**src/rtl/bf16_result_buffer.sv**
```systemverilog
// Result buffer for a bfloat16 adder: captures each new result on a ready rising
// edge, expands it to fp32, classifies it and queues it in a FIFO.
// Optional macro BF16_NAN_CANON_EN stores every NaN as the canonical fp32 quiet NaN.
module bf16_result_buffer #(
    parameter int unsigned DEPTH = 4
) (
    input  logic                     clock,
    input  logic                     nreset,
    input  logic [15:0]              sum,
    input  logic                     ready,
    output logic [31:0]              out_data,
    output logic [2:0]               out_class,
    output logic                     out_valid,
    input  logic                     out_ready,
    output logic [$clog2(DEPTH):0]   count,
    output logic                     full,
    output logic                     overflow
);

    localparam int unsigned AW = (DEPTH > 1) ? $clog2(DEPTH) : 1;
    localparam int unsigned CW = $clog2(DEPTH) + 1;

    localparam logic [2:0] CLS_ZERO = 3'd0;
    localparam logic [2:0] CLS_SUB  = 3'd1;
    localparam logic [2:0] CLS_NORM = 3'd2;
    localparam logic [2:0] CLS_INF  = 3'd3;
    localparam logic [2:0] CLS_QNAN = 3'd4;
    localparam logic [2:0] CLS_SNAN = 3'd5;

    typedef enum logic {
        WAIT_IDLE = 1'b0,
        ARMED     = 1'b1
    } state_t;

    state_t            state;
    state_t            state_nxt;
    logic              ready_q;
    logic              ready_rise;
    logic              push_c;
    logic              pop;
    logic              accept;
    logic [AW-1:0]     wr_ptr;
    logic [AW-1:0]     rd_ptr;
    logic [CW-1:0]     cnt;
    logic              ovf;
    logic [31:0]       mem_data  [DEPTH];
    logic [2:0]        mem_class [DEPTH];
    logic [31:0]       new_data;
    logic [2:0]        new_class;

    function automatic logic [2:0] classify(input logic [7:0] e, input logic [6:0] m);
        if (e == 8'h00)
            return (m == 7'h00) ? CLS_ZERO : CLS_SUB;
        else if (e != 8'hFF)
            return CLS_NORM;
        else if (m == 7'h00)
            return CLS_INF;
        else if (m[6])
            return CLS_QNAN;
        else
            return CLS_SNAN;
    endfunction

    assign ready_rise = ready & ~ready_q;

    // State register and ready history
    always_ff @(posedge clock) begin
        if (!nreset) begin
            state   <= WAIT_IDLE;
            ready_q <= 1'b0;
        end else begin
            state   <= state_nxt;
            ready_q <= ready;
        end
    end

    // The first rising edge after reset is the adder's idle indication, not a result
    always_comb begin
        state_nxt = state;
        push_c    = 1'b0;
        case (state)
            WAIT_IDLE: if (ready_rise) state_nxt = ARMED;
            ARMED:     push_c = ready_rise;
            default:   state_nxt = WAIT_IDLE;
        endcase
    end

    // Expansion and classification of the incoming result
    always_comb begin
        new_data  = {sum, 16'h0000};
        new_class = classify(sum[14:7], sum[6:0]);
`ifdef BF16_NAN_CANON_EN
        if (sum[14:7] == 8'hFF && sum[6:0] != 7'h00) begin
            new_data  = 32'h7FC0_0000;
            new_class = CLS_QNAN;
        end
`endif
    end

    assign out_valid = (cnt != CW'(0));
    assign full      = (cnt == CW'(DEPTH));
    assign pop       = out_valid & out_ready;
    assign accept    = push_c & (~full | pop);
    assign count     = cnt;
    assign overflow  = ovf;

    // Head entry is forced to zero while empty so reset leaves a defined output
    assign out_data  = out_valid ? mem_data[rd_ptr]  : 32'h0000_0000;
    assign out_class = out_valid ? mem_class[rd_ptr] : 3'd0;

    always_ff @(posedge clock) begin
        if (accept) begin
            mem_data[wr_ptr]  <= new_data;
            mem_class[wr_ptr] <= new_class;
        end
    end

    // Pointers, occupancy and sticky overflow
    always_ff @(posedge clock) begin
        if (!nreset) begin
            wr_ptr <= AW'(0);
            rd_ptr <= AW'(0);
            cnt    <= CW'(0);
            ovf    <= 1'b0;
        end else begin
            if (accept) wr_ptr <= wr_ptr + AW'(1);
            if (pop)    rd_ptr <= rd_ptr + AW'(1);
            case ({accept, pop})
                2'b10:   cnt <= cnt + CW'(1);
                2'b01:   cnt <= cnt - CW'(1);
                default: cnt <= cnt;
            endcase
            if (push_c && full && !pop) ovf <= 1'b1;
        end
    end

endmodule

```
**config.mk**
```make
export PLATFORM = sky130hd
export DESIGN_NAME = bf16_result_buffer
export DESIGN_NICKNAME = d
export VERILOG_FILES = /design/src/rtl/bf16_result_buffer.sv
export SDC_FILE = /design/constraint.sdc
export NUM_CORES = 1
export LEC_CHECK = 0
export CAP_MARGIN = 5
export CORE_AREA = 5 5 103 105
export DETAILED_ROUTE_END_ITERATION = 6
export DIE_AREA = 0 0 108 110
export GPL_TIMING_DRIVEN = 0
export PLACE_DENSITY_LB_ADDON = 0.25
export SLEW_MARGIN = 20
export SYNTH_ARGS = -nofsm -noshare
export SYNTH_HDL_FRONTEND = slang
export SYNTH_SLANG_ARGS = --single-unit
export TNS_END_PERCENT = 5
```
**constraint.sdc**
```tcl
create_clock -name clock -period 6.85 [get_ports clock]
set_clock_uncertainty 0.15 [all_clocks]
set_input_delay 0.685 -clock clock [delete_from_list [all_inputs] [get_ports clock]]
set_output_delay 0.685 -clock clock [all_outputs]
set_load 0.05 [all_outputs]
```
==> flow_metrics.py, run 1 <==
metrics = {
    "outcome": {
        "status": "finished, final reports clean",
    },
    "synth": {
        "yosysUniqueCellTypes": 35,
        "syn_area_um2": 3700,
        "synth_area_leader_cell": "edfxtp_1",
        "ys_seq_area_share_pct": 68.1,
        "syn_avg_cell_area_um2": 17.5,
        "yosys_warnings": 0,
        "synth_top_area_share_pct": 61.6,
        "synthTopCellsByArea": "edfxtp_1 62%, dfxtp_1 6.5%, mux4_1 6.4%",
        "synth_seq_cells": 88,
        "syn-instance-count": 212,
    },
    "critical_path": {
        "crit_chain": "nor3_1 -> clkbuf_1 -> and2b_1 -> clkdlybuf4s50_1",
        "critPathKind": "register to primary output",
        "critPathRequiredTime_ns": 6.01,
        "cp.arrival_ns": 2.63,
        "worstPathMaxFanout": 10,
        "crit_buf_inv": 2,
        "slowest_delay_ns": 0.70,
        "startpoint_type": "register",
        "cp_top_family": "buffers and inverters",
        "crit_slowest_cell": "clkdlybuf4s50_1",
        "endpoint_kind": "primary output",
    },
    "sta": {
        "rsz0062_at_grt": "false",
        "slew_violations": 0,
        "fin_ws_ns": 3.38,
        "setup_violations": 0,
        "period_minus_slack_ns": 3.47,
        "timing.fmax_ghz": 0.289,
        "timing.slew.headroom_pct": 28.0,
        "finalSetupTns_ns": 0,
        "fin_crit_sh_pct": 50.6,
        "finalHoldViolations": 0,
        "worst_pin_slew_ns": 1.08,
    },
    "layout": {
        "final_layout_size_suffix_gt1_share_pct": 16.4,
        "fillers": 867,
        "diodes": 0,
        "nNetsFinal": 308,
        "final_cells": 420,
        "syn_to_final_growth_pct": 23.8,
    },
    "job": {
        "maxCapViolCount": 0,
    },
    "clock_network": {
        "root_buffer": "clkbuf_8",
        "hold_buffers": 0,
        "clk_transition_reported_paths_ns": 0.09,
        "tritoncts_num_sinks": 88,
        "clock_path_buffers": 2,
        "numCtsBuffers": 9,
        "cts_tree": "built",
        "cts_htree_levels": 3,
        "cts-resized-gates": 0,
        "postCtsSetupBuffers": 0,
        "clk_latency_ns": 0.35,
    },
    "place": {
        "gp_congestion": 0.701,
        "io_buffers": 44,
        "dp_slack_ns": 3.43,
        "hpwlAfterDp_um": 4320,
        "dp_cells": 404,
    },
    "routing": {
        "drtIter0Drc": 70,
        "route.vias.total": 1916,
        "first_pass_iters": 4,
        "vias_per_cell": 4.56,
        "drc": 0,
        "postRouteWirelength_um": 6600,
        "wl_per_cell_um": 15.7,
        "antenna_left": 0,
    },
    "floorplanning": {
        "coreArea_um2": 9550,
        "die-area_um2": 11900,
        "row_count": 36,
        "initial_core_util_pct": 38.8,
        "top_level_ports": 61,
        "die_h_um": 110,
        "die_w_um": 108,
    },
    "hold_path": {
        "min_path_type": "register to register",
    },
    "power_and_ir_drop": {
        "power_density_nw_per_um2": 310,
        "ir_drop_mv": 0.0989,
        "leakagePower_nw": 1.54,
    },
    "grt": {
        "grt_antenna_before_repair": 0,
        "use_met3_pct": 2.80,
        "grt_start_max_net_pins": 20,
        "track_usage_pct": 11.8,
        "grt_pass1_wl_um": 10200,
        "globalRouteMet2Util_pct": 20.0,
        "met1_usage_pct": 14.5,
        "top_usage_layer": "met2",
        "grt_remaining_overflow": 0,
        "grt_pass1_vias": 2044,
    },
}
-- sequential cells by signal (all words and copies together), names as in the netlist, named ones only --
signal     count
count          3
mem_class     12
mem_data      64
overflow       1
rd_ptr         2
ready_q        1
state          1
wr_ptr         2
-- report_power, final --
group | total, mW | leakage, nW | internal, mW | switching [mW]
logic | 0.433 | 0.653 | 0.163 | 0.270
registers | 0.603 | 0.783 | 0.594 | 0.00920
clock network | 0.385 | 0.108 | 0.206 | 0.179
-- worst reg2reg max path, stage by stage, from the launching register on --
cell,delay [ns]
dfxtp_1,0.38
nor4b_2,0.35
and3b_1,0.21
clkbuf_1,0.17
inv_1,0.08
ha_1,0.18
inv_1,0.06
fa_1,0.37
xor2_1,0.15
or3_1,0.30
a21boi_0,0.16
-- layout make-up --
type	count	area (um^2)	area share [%]
buffer	24	176	3.85
clock buffer	9	124	2.70
clock inverter	7	93.8	2.05
inverter	7	26.3	0.573
multi-input combinational	108	1030	22.5
sequential	88	2520	55.0
tap	133	166	3.63
timing repair buffer	44	440	9.61
-- synth_stat cells --
cell,n
ha_1,5
edfxtp_1,76
nor2b_1,18
mux4_1,9
buf_2,2
dfxtp_1,12
nand2_1,8
or3_1,2
and2_1,7
and2b_1,4
nand4bb_1,1
a31oi_1,1
a31o_2,1
a21boi_0,2
mux2i_1,2
xnor2_1,1
nor3_1,3
o21ai_0,5
buf_12,1
and3b_1,1
mux4_2,10
conb_1,1
fa_1,1
clkbuf_1,4
nand4_1,2
and3_1,1
xor2_1,1
o21a_1,1
inv_1,7
nor4b_2,1
a211oi_1,1
nor4_1,3
a21oi_1,1
buf_6,1
buf_4,16
-- stage by stage --
stage | total power, mW | util, % | area, um^2 | hold slack [ns]
floorplan | 0.921 | - | 3760 | 0.305
global placement | 1.05 | 45.7 | 4370 | 0.314
detailed placement | 1.05 | 45.7 | 4370 | 0.339
CTS | 1.44 | 48.0 | 4580 | 0.352
global route | 1.48 | 48.0 | 4580 | 0.373
finish | 1.42 | 48.0 | 4580 | 0.355
-- layer usage --
layer  routed length (um)  part of all wire, %
met1                 2910                   44
met2                 3260                   49
met3                  361                  5.5
met4                   65                 0.99
met5                    0                    0
-- worst paths after layout --
| kind | start | to | slack, ns | cells after the start |
|---|---|---|---|---|
| max | count[1]$_SDFFE_PN0P_ | out_data[23] | 3.38 | 4 |
| min | wr_ptr[1]$_SDFFE_PN0P_ | wr_ptr[1]$_SDFFE_PN0P_ | 0.35 | 2 |
| max reg2reg | count[1]$_SDFFE_PN0P_ | count[2]$_SDFFE_PN0P_ | 4.23 | 10 |
| min reg2reg | wr_ptr[1]$_SDFFE_PN0P_ | wr_ptr[1]$_SDFFE_PN0P_ | 0.35 | 2 |
-- cell families (layout without fill, tap and decap cells) --
group / count (synthesis) / after routing / synth area share (%)
muxes: 21 / 21 / 13.0
adders and majority gates: 6 / 6 / 2.23
and+or+nand+nor: 51 / 51 / 8.55
other: 1 / 16 / 0.101
xor gates and xnor gates: 2 / 2 / 0.473
AOI/OAI and AO/OA: 12 / 12 / 2.03
DFF: 88 / 88 / 68.1
buffers and inverters: 31 / 91 / 5.47
-- placed cells by master, fill, tap and decap left out, types with 3 or more instances in the layout --
cell             count
edfxtp_1            76
clkdlybuf4s50_1     44
nor2b_1             18
buf_4               16
conb_1              16
dfxtp_1             12
mux4_2              10
mux4_1               9
clkbuf_8             9
nand2_1              8
inv_1                7
and2_1               7
o21ai_0              5
ha_1                 5
clkbuf_1             4
and2b_1              4
nor3_1               3
nor4_1               3
Note: power is estimated with default switching activity, not from simulation.
==> run 2: changes to the inputs <==
==> constraint.sdc (replaced) <==
create_clock -name clock -period 3.43 [get_ports clock]
set_clock_uncertainty 0.15 [all_clocks]
set_input_delay 0.343 -clock clock [delete_from_list [all_inputs] [get_ports clock]]
set_output_delay 0.343 -clock clock [all_outputs]
set_load 0.05 [all_outputs]
==> results of run 2 <==
The final DEF is identical to that of run 1. Status: finished, final reports clean.
Main changes from that run: setup slack after placement 3.43 ns -> 0.348 ns; setup slack after layout 3.38 ns -> 0.306 ns; register-to-register setup slack 4.23 ns -> 0.81 ns; total power 1.42 mW -> 2.84 mW; worst IR drop on VDD 0.0989 mV -> 0.198 mV
==> run 3: changes to the inputs <==
--- a/config.mk
+++ b/config.mk
@@ -9,7 +9,6 @@
 export CORE_AREA = 5 5 103 105
 export DETAILED_ROUTE_END_ITERATION = 6
 export DIE_AREA = 0 0 108 110
-export GPL_TIMING_DRIVEN = 0
 export PLACE_DENSITY_LB_ADDON = 0.25
 export SLEW_MARGIN = 20
 export SYNTH_ARGS = -nofsm -noshare
==> run 3 against run 2 <==
Clock power down 0.6%. Total power down 1.2%. Via count down 2.2%. Wire length down 1.5%. Largest power group unchanged. Critical path type unchanged.
==> flow_metrics.py, run 3 (same netlist as run 1, synthesis figures left out) <==
metrics = {
    "sta": {
        "timing.fmax_ghz": 0.335,
        "timing.slew.headroom_pct": 63.4,
        "fin_crit_sh_pct": 87.0,
        "rsz0062_at_grt": "false",
        "finalHoldViolations": 0,
        "slew_violations": 0,
        "period_minus_slack_ns": 2.98,
        "worst_pin_slew_ns": 0.545,
        "finalSetupTns_ns": 0,
        "setup_violations": 0,
    },
    "hold_path": {
        "min_path_type": "register to register",
        "whs_endpoint": "state$_SDFF_PN0_",
        "whs_path_depth": 1,
        "hp-start": "state$_SDFF_PN0_",
    },
    "critical_path": {
        "r2r-start": "count[1]$_SDFFE_PN0P_",
        "worstPathMaxFanout": 19,
        "endpoint_kind": "primary output",
        "cp.arrival_ns": 2.49,
        "timing.rr.end": "count[2]$_SDFFE_PN0P_",
        "r2r_cells": 9,
        "critPathRequiredTime_ns": 2.94,
        "startpoint_type": "register",
        "critPathKind": "register to primary output",
        "rrSetupSlack_ns": 0.88,
    },
    "layout": {
        "final_cells": 403,
        "layout_common_cells": "76 x edfxtp_1, 44 x clkdlybuf4s50_1, 18 x nor2b_1, 16 x conb_1, 12 x dfxtp_1",
        "diodes": 0,
        "syn_to_final_growth_pct": 20.6,
        "nNetsFinal": 291,
        "final_util_pct": 46.8,
        "final_common_cell": "edfxtp_1",
        "fin_area_um2": 4470,
        "largest_register_ffs": 64,
        "top_register": "mem_data",
        "final_layout_size_suffix_gt1_share_pct": 13.0,
    },
    "routing": {
        "wl_per_cell_um": 16.1,
        "drtIter0Drc": 66,
        "vias_per_cell": 4.65,
        "first_pass_iters": 4,
        "antenna_left": 0,
        "route.vias.total": 1874,
        "postRouteWirelength_um": 6500,
        "drc": 0,
    },
    "power_and_ir_drop": {
        "power_density_nw_per_um2": 628,
        "ir_drop_mv": 0.208,
        "total_power_mw": 2.81,
        "leakagePower_nw": 1.46,
    },
    "floorplanning": {
        "die_w_um": 108,
        "row_count": 36,
        "die-area_um2": 11900,
        "initial_core_util_pct": 38.8,
        "top_level_ports": 61,
        "coreArea_um2": 9550,
        "die_h_um": 110,
    },
    "clock_network": {
        "hold_buffers": 0,
        "tritoncts_num_sinks": 88,
        "postCtsSetupBuffers": 0,
        "cts-resized-gates": 0,
        "cts_htree_levels": 3,
        "cts_tree": "built",
        "root_buffer": "clkbuf_8",
        "numCtsBuffers": 9,
        "clk_transition_reported_paths_ns": 0.08,
        "clk_latency_ns": 0.34,
        "clock_path_buffers": 2,
    },
    "place": {
        "placed_area_um2": 4250,
        "io_buffers": 44,
        "hpwlAfterDp_um": 4120,
        "gp_congestion": 0.683,
        "dp_cells": 387,
    },
    "job": {
        "maxCapViolCount": 0,
    },
    "grt": {
        "grt_start_max_net_pins": 25,
        "grt_pass1_wl_um": 10000,
        "grt_pass1_vias": 1923,
        "track_usage_pct": 11.5,
        "grt_antenna_before_repair": 0,
        "grt_remaining_overflow": 0,
    },
    "outcome": {
        "status": "finished, final reports clean",
    },
}
run 3: cell count changes in the layout (fill, tap and decap cells not counted):
cell,change
buf_12,-1
buf_2,-2
buf_4,-9
buf_6,-1
clkbuf_1,-4
clkinv_2,-1
clkinvlp_4,+2
inv_6,-1
nor3_1,-1
nor3_2,+1
run 3: report_power, final:
| part | switching (mW) | total, mW | internal [mW] |
|---|---|---|---|
| logic | 0.532 | 0.833 | 0.302 |
| registers | 0.0205 | 1.21 | 1.19 |
| clock network | 0.356 | 0.765 | 0.410 |
| total | 0.908 | 2.81 | 1.90 |
run 3: metal layers:
layer	GRT usage (%)	wire length [um]
met4	5.14	81
met5	0	0
met1	14.1	2780
met3	2.33	302
met2	19.6	3340
run 3: area by class of cell:
class / count / area [um^2]
clock buffers: 9 / 124
well taps: 133 / 166
fillers: 853 / 5080
flip-flops and latches: 88 / 2520
multi-input cells: 108 / 1040
repair buffers: 51 / 493
inverters: 7 / 26.3
clock inverters: 7 / 95.1
run 3: worst max-delay path, cell delays in order, from the launching register on:
cell and delay, ns:
dfxtp_1 0.31, buf_4 0.34, mux4_1 0.61, nor2b_1 0.16, clkdlybuf4s50_1 0.72
run 3: how the worst max path moves through the flow:
stage / from / end / slack, ns / cells after the start
CTS: register / out_class[0] / 0.39 / 4
global placement: out_ready / count[2]$_SDFFE_PN0P_ / 0.60 / 10
detailed placement: out_ready / count[2]$_SDFFE_PN0P_ / 0.48 / 10
global route: register / out_data[18] / 0.34 / 4
floorplan: count[2]$_SDFFE_PN0P_ / count[2]$_SDFFE_PN0P_ / 0.69 / 10
finish: register / out_class[0] / 0.45 / 4
run 3: through the flow:
step	hold WS [ns]	setup slack, ns
finish	0.346	0.446
global route	0.376	0.342
CTS	0.347	0.391
detailed placement	0.326	0.483
global placement	0.318	0.595
floorplan	0.292	0.686
